## config.mk

```make
export PLATFORM = sky130hd
export DESIGN_NAME = onchip_int_arb_flat
export DESIGN_NICKNAME = d
export VERILOG_FILES = /design/src/rtl/SH7604_PKG.sv /design/src/rtl/onchip_int_arb_if.sv /design/src/rtl/int_prio_enc.sv /design/src/rtl/onchip_int_arb.sv /design/src/flat_wrapper.sv
export SDC_FILE = /design/constraint.sdc
export NUM_CORES = 1
export LEC_CHECK = 0
export ABC_AREA = 0
export BUFFER_PORTS_ARGS = -buffer_cell sky130_fd_sc_hd__buf_2
export CORE_UTILIZATION = 58
export CTS_BUF_LIST = sky130_fd_sc_hd__clkbuf_16
export DETAILED_ROUTE_END_ITERATION = 16
export PLACE_DENSITY = 0.81
export RECOVER_POWER = 25
export SLEW_MARGIN = 20
export SYNTH_ARGS = -nofsm -noshare
export SYNTH_HDL_FRONTEND = slang
export SYNTH_SLANG_ARGS = --single-unit
```

## constraint.sdc

```tcl
create_clock -name CLK -period 19.2 [get_ports CLK]
set_clock_uncertainty 0.15 [all_clocks]
set_input_delay 0 -clock CLK [delete_from_list [all_inputs] [get_ports CLK]]
set_output_delay 0 -clock CLK [all_outputs]
set_load 0.005 [all_outputs]
```

## src/rtl/SH7604_PKG.sv

```systemverilog
// Shared types and constants for the on-chip interrupt arbiter: register layouts,
// bus addresses, reset values, write masks and the byte-merge helper.
package SH7604_PKG;

    localparam int NUM_SRC = 12;

    typedef struct packed {
        logic [3:0] divu;
        logic [3:0] dma;
        logic [3:0] wdt;
        logic [3:0] rsvd;
    } IPRA_t;

    typedef struct packed {
        logic [3:0] sci;
        logic [3:0] frt;
        logic [7:0] rsvd;
    } IPRB_t;

    typedef struct packed {
        logic       rsvd_h;
        logic [6:0] vec_h;
        logic       rsvd_l;
        logic [6:0] vec_l;
    } VCR_t;

    typedef enum logic [1:0] {IDLE, PEND, ACK} arb_state_e;

    localparam logic [31:0] ADDR_IPRB    = 32'hFFFF_FE60;
    localparam logic [31:0] ADDR_VCRA    = 32'hFFFF_FE62;
    localparam logic [31:0] ADDR_VCRB    = 32'hFFFF_FE64;
    localparam logic [31:0] ADDR_VCRC    = 32'hFFFF_FE66;
    localparam logic [31:0] ADDR_VCRD    = 32'hFFFF_FE68;
    localparam logic [31:0] ADDR_IPRA    = 32'hFFFF_FEE2;
    localparam logic [31:0] ADDR_VCRWDT  = 32'hFFFF_FEE4;
    localparam logic [31:0] ADDR_VCRDIV  = 32'hFFFF_FF0C;
    localparam logic [31:0] ADDR_VCRDMA0 = 32'hFFFF_FFA0;
    localparam logic [31:0] ADDR_VCRDMA1 = 32'hFFFF_FFA8;

    localparam IPRA_t      IPRA_INIT = '0;
    localparam IPRB_t      IPRB_INIT = '0;
    localparam VCR_t       VCR_INIT  = '0;
    localparam logic [6:0] VEC_INIT  = '0;

    localparam logic [15:0] IPRA_WMASK = 16'hFFF0;
    localparam logic [15:0] IPRB_WMASK = 16'hFF00;
    localparam logic [15:0] VCR2_WMASK = 16'h7F7F;
    localparam logic [15:0] VCR1_WMASK = 16'h7F00;

    localparam logic [7:0] SPURIOUS_VEC = 8'h18;

    // be[1] covers the upper byte of the halfword; unwritable bits always read back 0
    function automatic logic [15:0] merge16(input logic [15:0] old, input logic [15:0] wdata,
                                            input logic [1:0] be, input logic [15:0] wmask);
        logic [15:0] bm;
        bm = {{8{be[1]}}, {8{be[0]}}};
        return ((old & ~bm) | (wdata & bm)) & wmask;
    endfunction

endpackage

```

## src/rtl/onchip_int_arb_if.sv

```systemverilog
// Internal peripheral bus seen by the interrupt arbiter's register file.
interface onchip_int_arb_if;
    logic [31:0] IBUS_A;
    logic [31:0] IBUS_DI;
    logic [31:0] IBUS_DO;
    logic [3:0]  IBUS_BA;
    logic        IBUS_WE;
    logic        IBUS_REQ;
    logic        IBUS_BUSY;
    logic        IBUS_ACT;

    modport master (output IBUS_A, IBUS_DI, IBUS_BA, IBUS_WE, IBUS_REQ,
                    input  IBUS_DO, IBUS_BUSY, IBUS_ACT);
    modport slave  (input  IBUS_A, IBUS_DI, IBUS_BA, IBUS_WE, IBUS_REQ,
                    output IBUS_DO, IBUS_BUSY, IBUS_ACT);
endinterface

```

## src/rtl/int_prio_enc.sv

```systemverilog
// Combinational winner select: highest level wins, lower index breaks ties.
module int_prio_enc
    import SH7604_PKG::*;
(
    input  logic [NUM_SRC-1:0]      req,
    input  logic [NUM_SRC-1:0][3:0] lvl,
    output logic [3:0]              level,
    output logic [3:0]              index
);

    // Strict greater-than keeps the first (lowest index) source on equal levels
    always_comb begin
        level = '0;
        index = '0;
        for (int i = 0; i < NUM_SRC; i++) begin
            if (req[i] && (lvl[i] > level)) begin
                level = lvl[i];
                index = 4'(i);
            end
        end
    end

endmodule

```

## src/rtl/onchip_int_arb.sv

```systemverilog
// On-chip interrupt controller: IPR/VCR register file, priority arbitration
// and the vector acknowledge handshake towards the CPU.
module onchip_int_arb
    import SH7604_PKG::*;
(
    input  logic                   CLK,
    input  logic                   RST,
    input  logic                   CE_R,
    input  logic                   CE_F,
    onchip_int_arb_if.slave        ibus,
    input  logic [3:0]             FRT_IRQ,
    input  logic [3:0]             SCI_IRQ,
    input  logic                   WDT_IRQ,
    input  logic                   DIVU_IRQ,
    input  logic [1:0]             DMA_IRQ,
    output logic [3:0]             INT_LVL,
    input  logic                   INT_ACK,
    output logic [7:0]             INT_VEC,
    output logic                   VEC_VALID
);

    IPRA_t      ipra;
    IPRB_t      iprb;
    VCR_t       vcra, vcrb, vcrc, vcrd, vcrwdt;
    logic [6:0] vcrdiv, vcrdma0, vcrdma1;

    logic sel_fe60, sel_fe64, sel_fe68, sel_fee0, sel_fee4, sel_ff0c, sel_ffa0, sel_ffa8;
    logic wr_en;
    logic unused_addr_lsb;
    logic [31:0] rd_word, do_q;

    // Decode is per 32-bit word; byte enables pick the halfword/bytes inside it
    assign sel_fe60 = ibus.IBUS_A[31:2] == ADDR_IPRB[31:2];
    assign sel_fe64 = ibus.IBUS_A[31:2] == ADDR_VCRB[31:2];
    assign sel_fe68 = ibus.IBUS_A[31:2] == ADDR_VCRD[31:2];
    assign sel_fee0 = ibus.IBUS_A[31:2] == ADDR_IPRA[31:2];
    assign sel_fee4 = ibus.IBUS_A[31:2] == ADDR_VCRWDT[31:2];
    assign sel_ff0c = ibus.IBUS_A[31:2] == ADDR_VCRDIV[31:2];
    assign sel_ffa0 = ibus.IBUS_A[31:2] == ADDR_VCRDMA0[31:2];
    assign sel_ffa8 = ibus.IBUS_A[31:2] == ADDR_VCRDMA1[31:2];
    assign unused_addr_lsb = ^ibus.IBUS_A[1:0];

    assign ibus.IBUS_ACT  = ibus.IBUS_REQ & (sel_fe60 | sel_fe64 | sel_fe68 | sel_fee0 |
                                             sel_fee4 | sel_ff0c | sel_ffa0 | sel_ffa8);
    assign ibus.IBUS_BUSY = 1'b0;
    assign ibus.IBUS_DO   = ibus.IBUS_ACT ? do_q : '0;
    assign wr_en          = CE_R & ibus.IBUS_ACT & ibus.IBUS_WE;

    always_comb begin
        rd_word = '0;
        if (sel_fe60) rd_word = {iprb, vcra};
        if (sel_fe64) rd_word = {vcrb, vcrc};
        if (sel_fe68) rd_word = {vcrd, 16'h0000};
        if (sel_fee0) rd_word = {16'h0000, ipra};
        if (sel_fee4) rd_word = {vcrwdt, 16'h0000};
        if (sel_ff0c) rd_word = {25'h0, vcrdiv};
        if (sel_ffa0) rd_word = {25'h0, vcrdma0};
        if (sel_ffa8) rd_word = {25'h0, vcrdma1};
    end

    always_ff @(posedge CLK) begin
        if (RST) begin
            ipra    <= IPRA_INIT;
            iprb    <= IPRB_INIT;
            vcra    <= VCR_INIT;
            vcrb    <= VCR_INIT;
            vcrc    <= VCR_INIT;
            vcrd    <= VCR_INIT;
            vcrwdt  <= VCR_INIT;
            vcrdiv  <= VEC_INIT;
            vcrdma0 <= VEC_INIT;
            vcrdma1 <= VEC_INIT;
        end else if (wr_en) begin
            if (sel_fe60) begin
                iprb <= IPRB_t'(merge16(iprb, ibus.IBUS_DI[31:16], ibus.IBUS_BA[3:2], IPRB_WMASK));
                vcra <= VCR_t'(merge16(vcra, ibus.IBUS_DI[15:0], ibus.IBUS_BA[1:0], VCR2_WMASK));
            end
            if (sel_fe64) begin
                vcrb <= VCR_t'(merge16(vcrb, ibus.IBUS_DI[31:16], ibus.IBUS_BA[3:2], VCR2_WMASK));
                vcrc <= VCR_t'(merge16(vcrc, ibus.IBUS_DI[15:0], ibus.IBUS_BA[1:0], VCR2_WMASK));
            end
            if (sel_fe68)
                vcrd <= VCR_t'(merge16(vcrd, ibus.IBUS_DI[31:16], ibus.IBUS_BA[3:2], VCR1_WMASK));
            if (sel_fee0)
                ipra <= IPRA_t'(merge16(ipra, ibus.IBUS_DI[15:0], ibus.IBUS_BA[1:0], IPRA_WMASK));
            if (sel_fee4)
                vcrwdt <= VCR_t'(merge16(vcrwdt, ibus.IBUS_DI[31:16], ibus.IBUS_BA[3:2], VCR1_WMASK));
            if (sel_ff0c && ibus.IBUS_BA[0]) vcrdiv  <= ibus.IBUS_DI[6:0];
            if (sel_ffa0 && ibus.IBUS_BA[0]) vcrdma0 <= ibus.IBUS_DI[6:0];
            if (sel_ffa8 && ibus.IBUS_BA[0]) vcrdma1 <= ibus.IBUS_DI[6:0];
        end
    end

    always_ff @(posedge CLK) begin
        if (RST)       do_q <= '0;
        else if (CE_F) do_q <= ibus.IBUS_ACT ? rd_word : '0;
    end

    // Source index 0 (DIVU) is highest in the tie-break order, 11 (OVI) lowest
    logic [NUM_SRC-1:0]      src_req;
    logic [NUM_SRC-1:0][3:0] src_lvl;
    logic [NUM_SRC-1:0][6:0] src_vec;
    logic [3:0]              win_lvl, win_idx;

    assign src_req = {FRT_IRQ[0], FRT_IRQ[1], FRT_IRQ[2], FRT_IRQ[3],
                      SCI_IRQ[0], SCI_IRQ[1], SCI_IRQ[2], SCI_IRQ[3],
                      WDT_IRQ, DMA_IRQ[0], DMA_IRQ[1], DIVU_IRQ};
    assign src_lvl = {{4{iprb.frt}}, {4{iprb.sci}}, ipra.wdt, ipra.dma, ipra.dma, ipra.divu};
    assign src_vec = {vcrd.vec_h, vcrc.vec_l, vcrc.vec_l, vcrc.vec_h,
                      vcrb.vec_l, vcrb.vec_h, vcra.vec_l, vcra.vec_h,
                      vcrwdt.vec_h, vcrdma1, vcrdma0, vcrdiv};

    int_prio_enc u_prio_enc (
        .req   (src_req),
        .lvl   (src_lvl),
        .level (win_lvl),
        .index (win_idx)
    );

    arb_state_e state;
    logic       ack_q, ack_rise, any_pend;

    assign any_pend = win_lvl != 4'd0;
    assign ack_rise = INT_ACK & ~ack_q;

    // ack_q resets high so an acknowledge still held across reset is not taken as a new one
    always_ff @(posedge CLK) begin
        if (RST) begin
            state     <= IDLE;
            ack_q     <= 1'b1;
            INT_LVL   <= '0;
            INT_VEC   <= '0;
            VEC_VALID <= 1'b0;
        end else if (CE_R) begin
            ack_q   <= INT_ACK;
            INT_LVL <= win_lvl;
            case (state)
                IDLE, PEND: begin
                    if (ack_rise) begin
                        state     <= ACK;
                        INT_VEC   <= any_pend ? {1'b0, src_vec[win_idx]} : SPURIOUS_VEC;
                        VEC_VALID <= 1'b1;
                    end else begin
                        state <= any_pend ? PEND : IDLE;
                    end
                end
                ACK: begin
                    if (!INT_ACK) begin
                        state     <= IDLE;
                        VEC_VALID <= 1'b0;
                    end
                end
                default: state <= IDLE;
            endcase
        end
    end

endmodule

```

## src/flat_wrapper.sv

```systemverilog
// flat-port wrapper written by rule: the top's interface ports become plain ports
module onchip_int_arb_flat import SH7604_PKG::*;
  (CLK, RST, CE_R, CE_F, FRT_IRQ, SCI_IRQ, WDT_IRQ, DIVU_IRQ, DMA_IRQ, INT_LVL, INT_ACK, INT_VEC, VEC_VALID, ibus_IBUS_A, ibus_IBUS_DI, ibus_IBUS_BA, ibus_IBUS_WE, ibus_IBUS_REQ, ibus_IBUS_DO, ibus_IBUS_BUSY, ibus_IBUS_ACT);
  onchip_int_arb_if ibus_i ();
  input  logic CLK;
  input  logic RST;
  input  logic CE_R;
  input  logic CE_F;
  input  logic [3:0] FRT_IRQ;
  input  logic [3:0] SCI_IRQ;
  input  logic WDT_IRQ;
  input  logic DIVU_IRQ;
  input  logic [1:0] DMA_IRQ;
  output logic [3:0] INT_LVL;
  input  logic INT_ACK;
  output logic [7:0] INT_VEC;
  output logic VEC_VALID;
  input wire logic [$bits(ibus_i.IBUS_A)-1:0] ibus_IBUS_A;
  input wire logic [$bits(ibus_i.IBUS_DI)-1:0] ibus_IBUS_DI;
  input wire logic [$bits(ibus_i.IBUS_BA)-1:0] ibus_IBUS_BA;
  input wire logic [$bits(ibus_i.IBUS_WE)-1:0] ibus_IBUS_WE;
  input wire logic [$bits(ibus_i.IBUS_REQ)-1:0] ibus_IBUS_REQ;
  output wire logic [$bits(ibus_i.IBUS_DO)-1:0] ibus_IBUS_DO;
  output wire logic [$bits(ibus_i.IBUS_BUSY)-1:0] ibus_IBUS_BUSY;
  output wire logic [$bits(ibus_i.IBUS_ACT)-1:0] ibus_IBUS_ACT;
  assign ibus_i.IBUS_A = ibus_IBUS_A;
  assign ibus_i.IBUS_DI = ibus_IBUS_DI;
  assign ibus_i.IBUS_BA = ibus_IBUS_BA;
  assign ibus_i.IBUS_WE = ibus_IBUS_WE;
  assign ibus_i.IBUS_REQ = ibus_IBUS_REQ;
  assign ibus_IBUS_DO = ibus_i.IBUS_DO;
  assign ibus_IBUS_BUSY = ibus_i.IBUS_BUSY;
  assign ibus_IBUS_ACT = ibus_i.IBUS_ACT;
  onchip_int_arb u_core (.CLK(CLK), .RST(RST), .CE_R(CE_R), .CE_F(CE_F), .ibus(ibus_i), .FRT_IRQ(FRT_IRQ), .SCI_IRQ(SCI_IRQ), .WDT_IRQ(WDT_IRQ), .DIVU_IRQ(DIVU_IRQ), .DMA_IRQ(DMA_IRQ), .INT_LVL(INT_LVL), .INT_ACK(INT_ACK), .INT_VEC(INT_VEC), .VEC_VALID(VEC_VALID));
endmodule
```

==> results.toml, run 1 <==
[logic_synthesis]
post-synth-top-area-fraction = 0.320
seq_area_frac_synth = 0.320
synth_edf_count = 0
synthTopCellsByCount = "nand2_1 (161), dfxtp_1 (143), nor2_1 (132)"
synth_seq_cells = 143
synth_largest_area_cell = "dfxtp_1"
syn_avg_cell_area_um2 = 7.96
ys_top_cells_by_area = "dfxtp_1 (32%), mux2i_1 (9.1%), nand2_1 (6.7%)"
syn-cell-area_um2 = 8950
ys_warn_count = 0
synth_ff_type = "dfxtp_1"
synthCells = 1125
synth.most_common_cell = "nand2_1"
async_flop_share = 0
ys_types = 88

[worst_setup_path]
worst_setup_path_start_kind = "flip-flop"
crit_type = "reg -> reg"
slowest_stage = "or4_4"
cpPeakStageDelay_ns = 0.49
crit_top_cell = "ha_1"
worstPathRequired_ns = 19.36
cp.arrival_ns = 18.24
path_max_fanout = 10
cp-end-kind = "flip-flop"

[timing]
finalSetupViolCount = 0
drv_slew = 0
timing.final.ws_setup_ns = 1.13
tightest_slew_ns = 0.996
max_freq_mhz = 55.3
period_minus_slack_ns = 18.07
hold_viol = 0
final.period_utilization = 0.941
max_slew_margin = 0.336
finalHoldWorstSlack_ns = 0.0164

[cts]
clock-sinks = 143
htreeDepth = 4
clock_latency_ns = 0.42
cts_tree = "yes"
clk_pin_slew_ns = 0.06
cts_made_buffers = 17
cts_root_buf = "clkbuf_16"
clockBufferDepth = 2

[final_layout]
drive_gt1_frac = 0.178
antennaDiodeCount = 0
area_growth_pct = 20.9
nets = 1408
n_fill_cell = 1160

[detailed_routing]
wl_per_cell_um = 18.6
drtIter0Drc = 987
ant_nets = 0
routed_wl_mm = 27.6
drc_errors = 0
first_pass_iters = 7
vias = 9056
routed_via_density = 6.10

[min_path]
worstHoldStart = "ibus_IBUS_BA[1]"
hold_path_class = "in -> reg"

[power]
vdd_drop_max_mv = 0.0667
p_leak_nw = 4.65
p_per_area_nw_per_um2 = 58.4

[placed_design]
io_buffers = 127
gp_congestion = 0.965
hpwl_mm = 19.4
dp_slack_ns = -0.0448

[die]
dieWidth_um = 126
num_rows = 45
core_um2 = 15100
dieArea_um2 = 15900
start_util = 0.591
die_h_um = 126
io_pins = 134

[grt]
grt-ovfl-total = 0
grt_pass1_vias = 8244
grt_max_degree = 78
antenna_found_initial = 0
grt_pass1_wl_mm = 43.1
grt_usage = 0.345

[job]
cap_violations = 0

[run_status]
outcome = "finished, final reports clean"
worst paths after layout:
check	cells after the start	slack [ns]	to
setup / recovery	93	1.13	u_core.INT_VEC[5]$_SDFFE_PP0P_
setup reg to reg	93	1.13	u_core.INT_VEC[5]$_SDFFE_PP0P_
hold reg to reg	2	0.31	u_core.do_q[4]$_SDFFE_PP0P_
hold / removal	5	0.02	flip-flop
metrics by stage:
stage	util	area [µm²]	TNS (ns)	instances	power, W
3_5_place_dp	0.640	9690	-0.0736	1399	0.000331
3_3_place_gp	0.640	9690	0	1399	0.000331
2_1_floorplan	-	8960	0	1127	0.000316
6_report	0.715	10800	0	1484	0.000632
5_1_grt	0.715	10800	-0.0611	1484	0.000649
4_1_cts	0.704	10700	0	1474	0.000631
layout make-up:
class / count / area, µm² / share of cell area
multi-input cells: 882 / 5770 / 0.533
flip-flops and latches: 143 / 2860 / 0.264
repair buffers: 197 / 1260 / 0.116
clock buffers: 17 / 425 / 0.0393
well taps: 188 / 235 / 0.0217
inverters: 44 / 165 / 0.0153
clock inverters: 13 / 103 / 0.00948
what timing repair did:
item                       4_1_cts  5_1_grt
setup endpoints to repair        5       12
gates cloned                     0        1
hold endpoints to repair       121        0
setup buffers                    2        9
hold buffers                    43        0
resized for setup                0       20
pin swaps                        1        6
layout by cell type (no fill, tap or decap), types with 16 or more instances in the layout:
cell           instances
a21oi_1              104
nand3_1               28
a22oi_1               24
mux2i_1               80
nor2b_1               34
and2_1                35
dlygate4sd3_1         43
o21ai_0               35
buf_4                 25
mux2_2                16
nand2_1              161
clkbuf_16             17
inv_1                 44
dfxtp_1              143
nor2_1               130
buf_2                120
ha_1                  36
metal layers:
metal,global-route usage,part of all wire,wire length (µm)
met5,0,0,0
met4,0.147,0.039,1080
met3,0.0637,0.090,2470
met2,0.566,0.45,12400
met1,0.444,0.42,11700
report_power, final:
group          internal [W]  switching (W)
combinational     0.0000145      0.0000195
sequential         0.000297    0.000000343
clock              0.000174       0.000127
total              0.000486       0.000146
critical path, delay by kind of cell, from the launching register on:
kind / cells / cell delay [ns]
AO/OA/AOI/OAI: 40 / 7.78
AND/OR/NAND/NOR: 20 / 3.04
adder cells (fa/ha/maj): 11 / 2.97
multiplexers: 8 / 2.18
buffers and inverters: 13 / 1.31
flip-flops: 1 / 0.38
XOR/XNOR: 1 / 0.17
cell families after synthesis:
logic type	count (synthesis)	synth area share
simple gates	470	0.248
compound gates	263	0.205
flops	143	0.320
mux	106	0.124
buf+inv	103	0.0486
fa+ha+maj	36	0.0503
xor+xnor	3	0.00377
other cells	1	0.000419
Note: power is estimated with default switching activity, not from simulation.
==> run 2, diff against run 1 <==
CORE_UTILIZATION = 52   (was 58)
PLACE_DENSITY = 0.77   (was 0.81)
clock period = 15 ns   (was 19.2 ns; I/O delays follow)
==> results.toml, run 2 (synthesized netlist as in run 1, its figures left out) <==
[timing]
tightest_slew_ns = 1.14
period_minus_slack_ns = 16.77
timing.final.ws_setup_ns = -1.77
drv_slew = 0
rsz0062_at_grt = "true"
max_slew_margin = 0.236
hold_viol = 0
max_freq_mhz = 59.6
final.period_utilization = 1.12
finalSetupViolCount = 12

[run_status]
violations = "negative setup slack"
outcome = "complete, but fails checks"

[detailed_routing]
ant_nets = 0
routed_wl_mm = 32.8
drc_errors = 0
first_pass_iters = 9
wl_per_cell_um = 19.6
vias = 10200
drtIter0Drc = 1025
routed_via_density = 6.11

[die]
io_pins = 134
start_util = 0.536
core_um2 = 16700
dieArea_um2 = 17700
dieWidth_um = 133
die_h_um = 133
num_rows = 47

[power]
total_power_w = 0.000865
p_per_area_nw_per_um2 = 67.8
p_leak_nw = 5.58
vdd_drop_max_mv = 0.0849

[worst_setup_path]
cp.arrival_ns = 16.91
cp-end-kind = "flip-flop"
path_max_fanout = 7
worst_setup_path_start_kind = "flip-flop"
slowest_stage = "or4_4"
crit_top_cell = "ha_4"
cpPeakStageDelay_ns = 0.45
crit_type = "reg -> reg"
worstPathRequired_ns = 15.13

[grt]
grt_usage = 0.355
antenna_found_initial = 0
grt_pass1_vias = 9886
grt_max_degree = 73
grt-ovfl-total = 0
grt_pass1_wl_mm = 49.8

[final_layout]
post-route-util = 0.764
mostFrequentLayoutCells = "buf_4 (155), nand2_1 (153), dfxtp_1 (142), buf_2 (123), nor2_1 (122)"
area_growth_pct = 42.6
nets = 1561
n_fill_cell = 1081
antennaDiodeCount = 0
drive_gt1_frac = 0.319
stdcell_count = 1671
final_common_cell = "buf_4"

[cts]
htreeDepth = 4
cts_root_buf = "clkbuf_16"
clock-sinks = 143
clock_latency_ns = 0.44
cts_tree = "yes"
cts_made_buffers = 17
clk_pin_slew_ns = 0.06
clockBufferDepth = 2

[min_path]
hold_path_class = "in -> reg"

[placed_design]
io_buffers = 127
dp_slack_ns = -1.58
hpwl_mm = 20.9
dp_cells = 1532
gp_congestion = 1.01

[job]
cap_violations = 0
## run 2: cell count changes in the layout (fill, tap and decap cells not counted), moves of 9 or more
cell / delta
ha_1: -19
dlygate4sd3_1: +12
mux2_4: +9
a21oi_1: -12
buf_4: +130
ha_4: +16
buf_6: +10
o21ai_0: -13
## run 2: routing by layer
metal / track usage / wire length, µm / vias up
met5: 0 / 0 / -
met4: 0.184 / 1710 / 0
met3: 0.0563 / 2960 / 155
met2: 0.602 / 15800 / 653
met1: 0.434 / 12300 / 4785
li1: - / - / 4619
## run 2: worst paths after layout
path	depth (start not counted)	slack, ns	end	startpoint
worst min-delay path	3	0.02	u_core.do_q[2]$_SDFFE_PP0P_	CE_F
worst max-delay path	96	-1.77	u_core.INT_VEC[4]$_SDFFE_PP0P_	flip-flop
worst max register to register	96	-1.77	u_core.INT_VEC[4]$_SDFFE_PP0P_	flip-flop
worst min register to register	2	0.32	u_core.do_q[0]$_SDFFE_PP0P_	u_core.do_q[0]$_SDFFE_PP0P_
## run 2: power breakdown
part | switching [W] | leakage [nW] | internal, W
clock network | 0.000166 | 0.299 | 0.000274
logic | 0.0000256 | 4.13 | 0.0000193
registers | 0.000000413 | 1.15 | 0.000380
## run 2: area by class of cell
cell class,count,area [µm²],area share
flip-flops and latches,143,2860,0.224
repair buffers,351,2510,0.196
well taps,220,275,0.0216
multi-input cells,881,6340,0.497
clock buffers,17,425,0.0333
clock inverters,15,176,0.0138
inverters,44,175,0.0137
## run 2: through the flow
| step | instance area, µm² | TNS (ns) | hold slack, ns |
|---|---|---|---|
| 2_1_floorplan | 9170 | -13.05 | -0.0196 |
| 3_3_place_gp | 10700 | -8.70 | 0.0897 |
| 3_5_place_dp | 10700 | -15.71 | 0.0882 |
| 4_1_cts | 12400 | -10.05 | 0.00356 |
| 5_1_grt | 12800 | -26.44 | 0.0485 |
| 6_report | 12800 | -18.59 | 0.0214 |
## run 2: worst max-delay path, delay by kind of cell (launching register included)
kind | cells | cell delay (ns)
compound gates | 42 | 7.36
simple gates | 18 | 2.49
fa+ha+maj | 11 | 2.45
mux | 7 | 1.81
buf+inv | 17 | 1.80
flops | 1 | 0.33
xor+xnor | 1 | 0.14
## run 2: timing repair
item | 4_1_cts | 5_1_grt
setup buffers | 40 | 12
hold buffers | 55 | 0
setup endpoints to repair | 12 | 12
gates resized for setup | 66 | 56
hold endpoints to repair | 114 | 0
pin swaps | 35 | 17
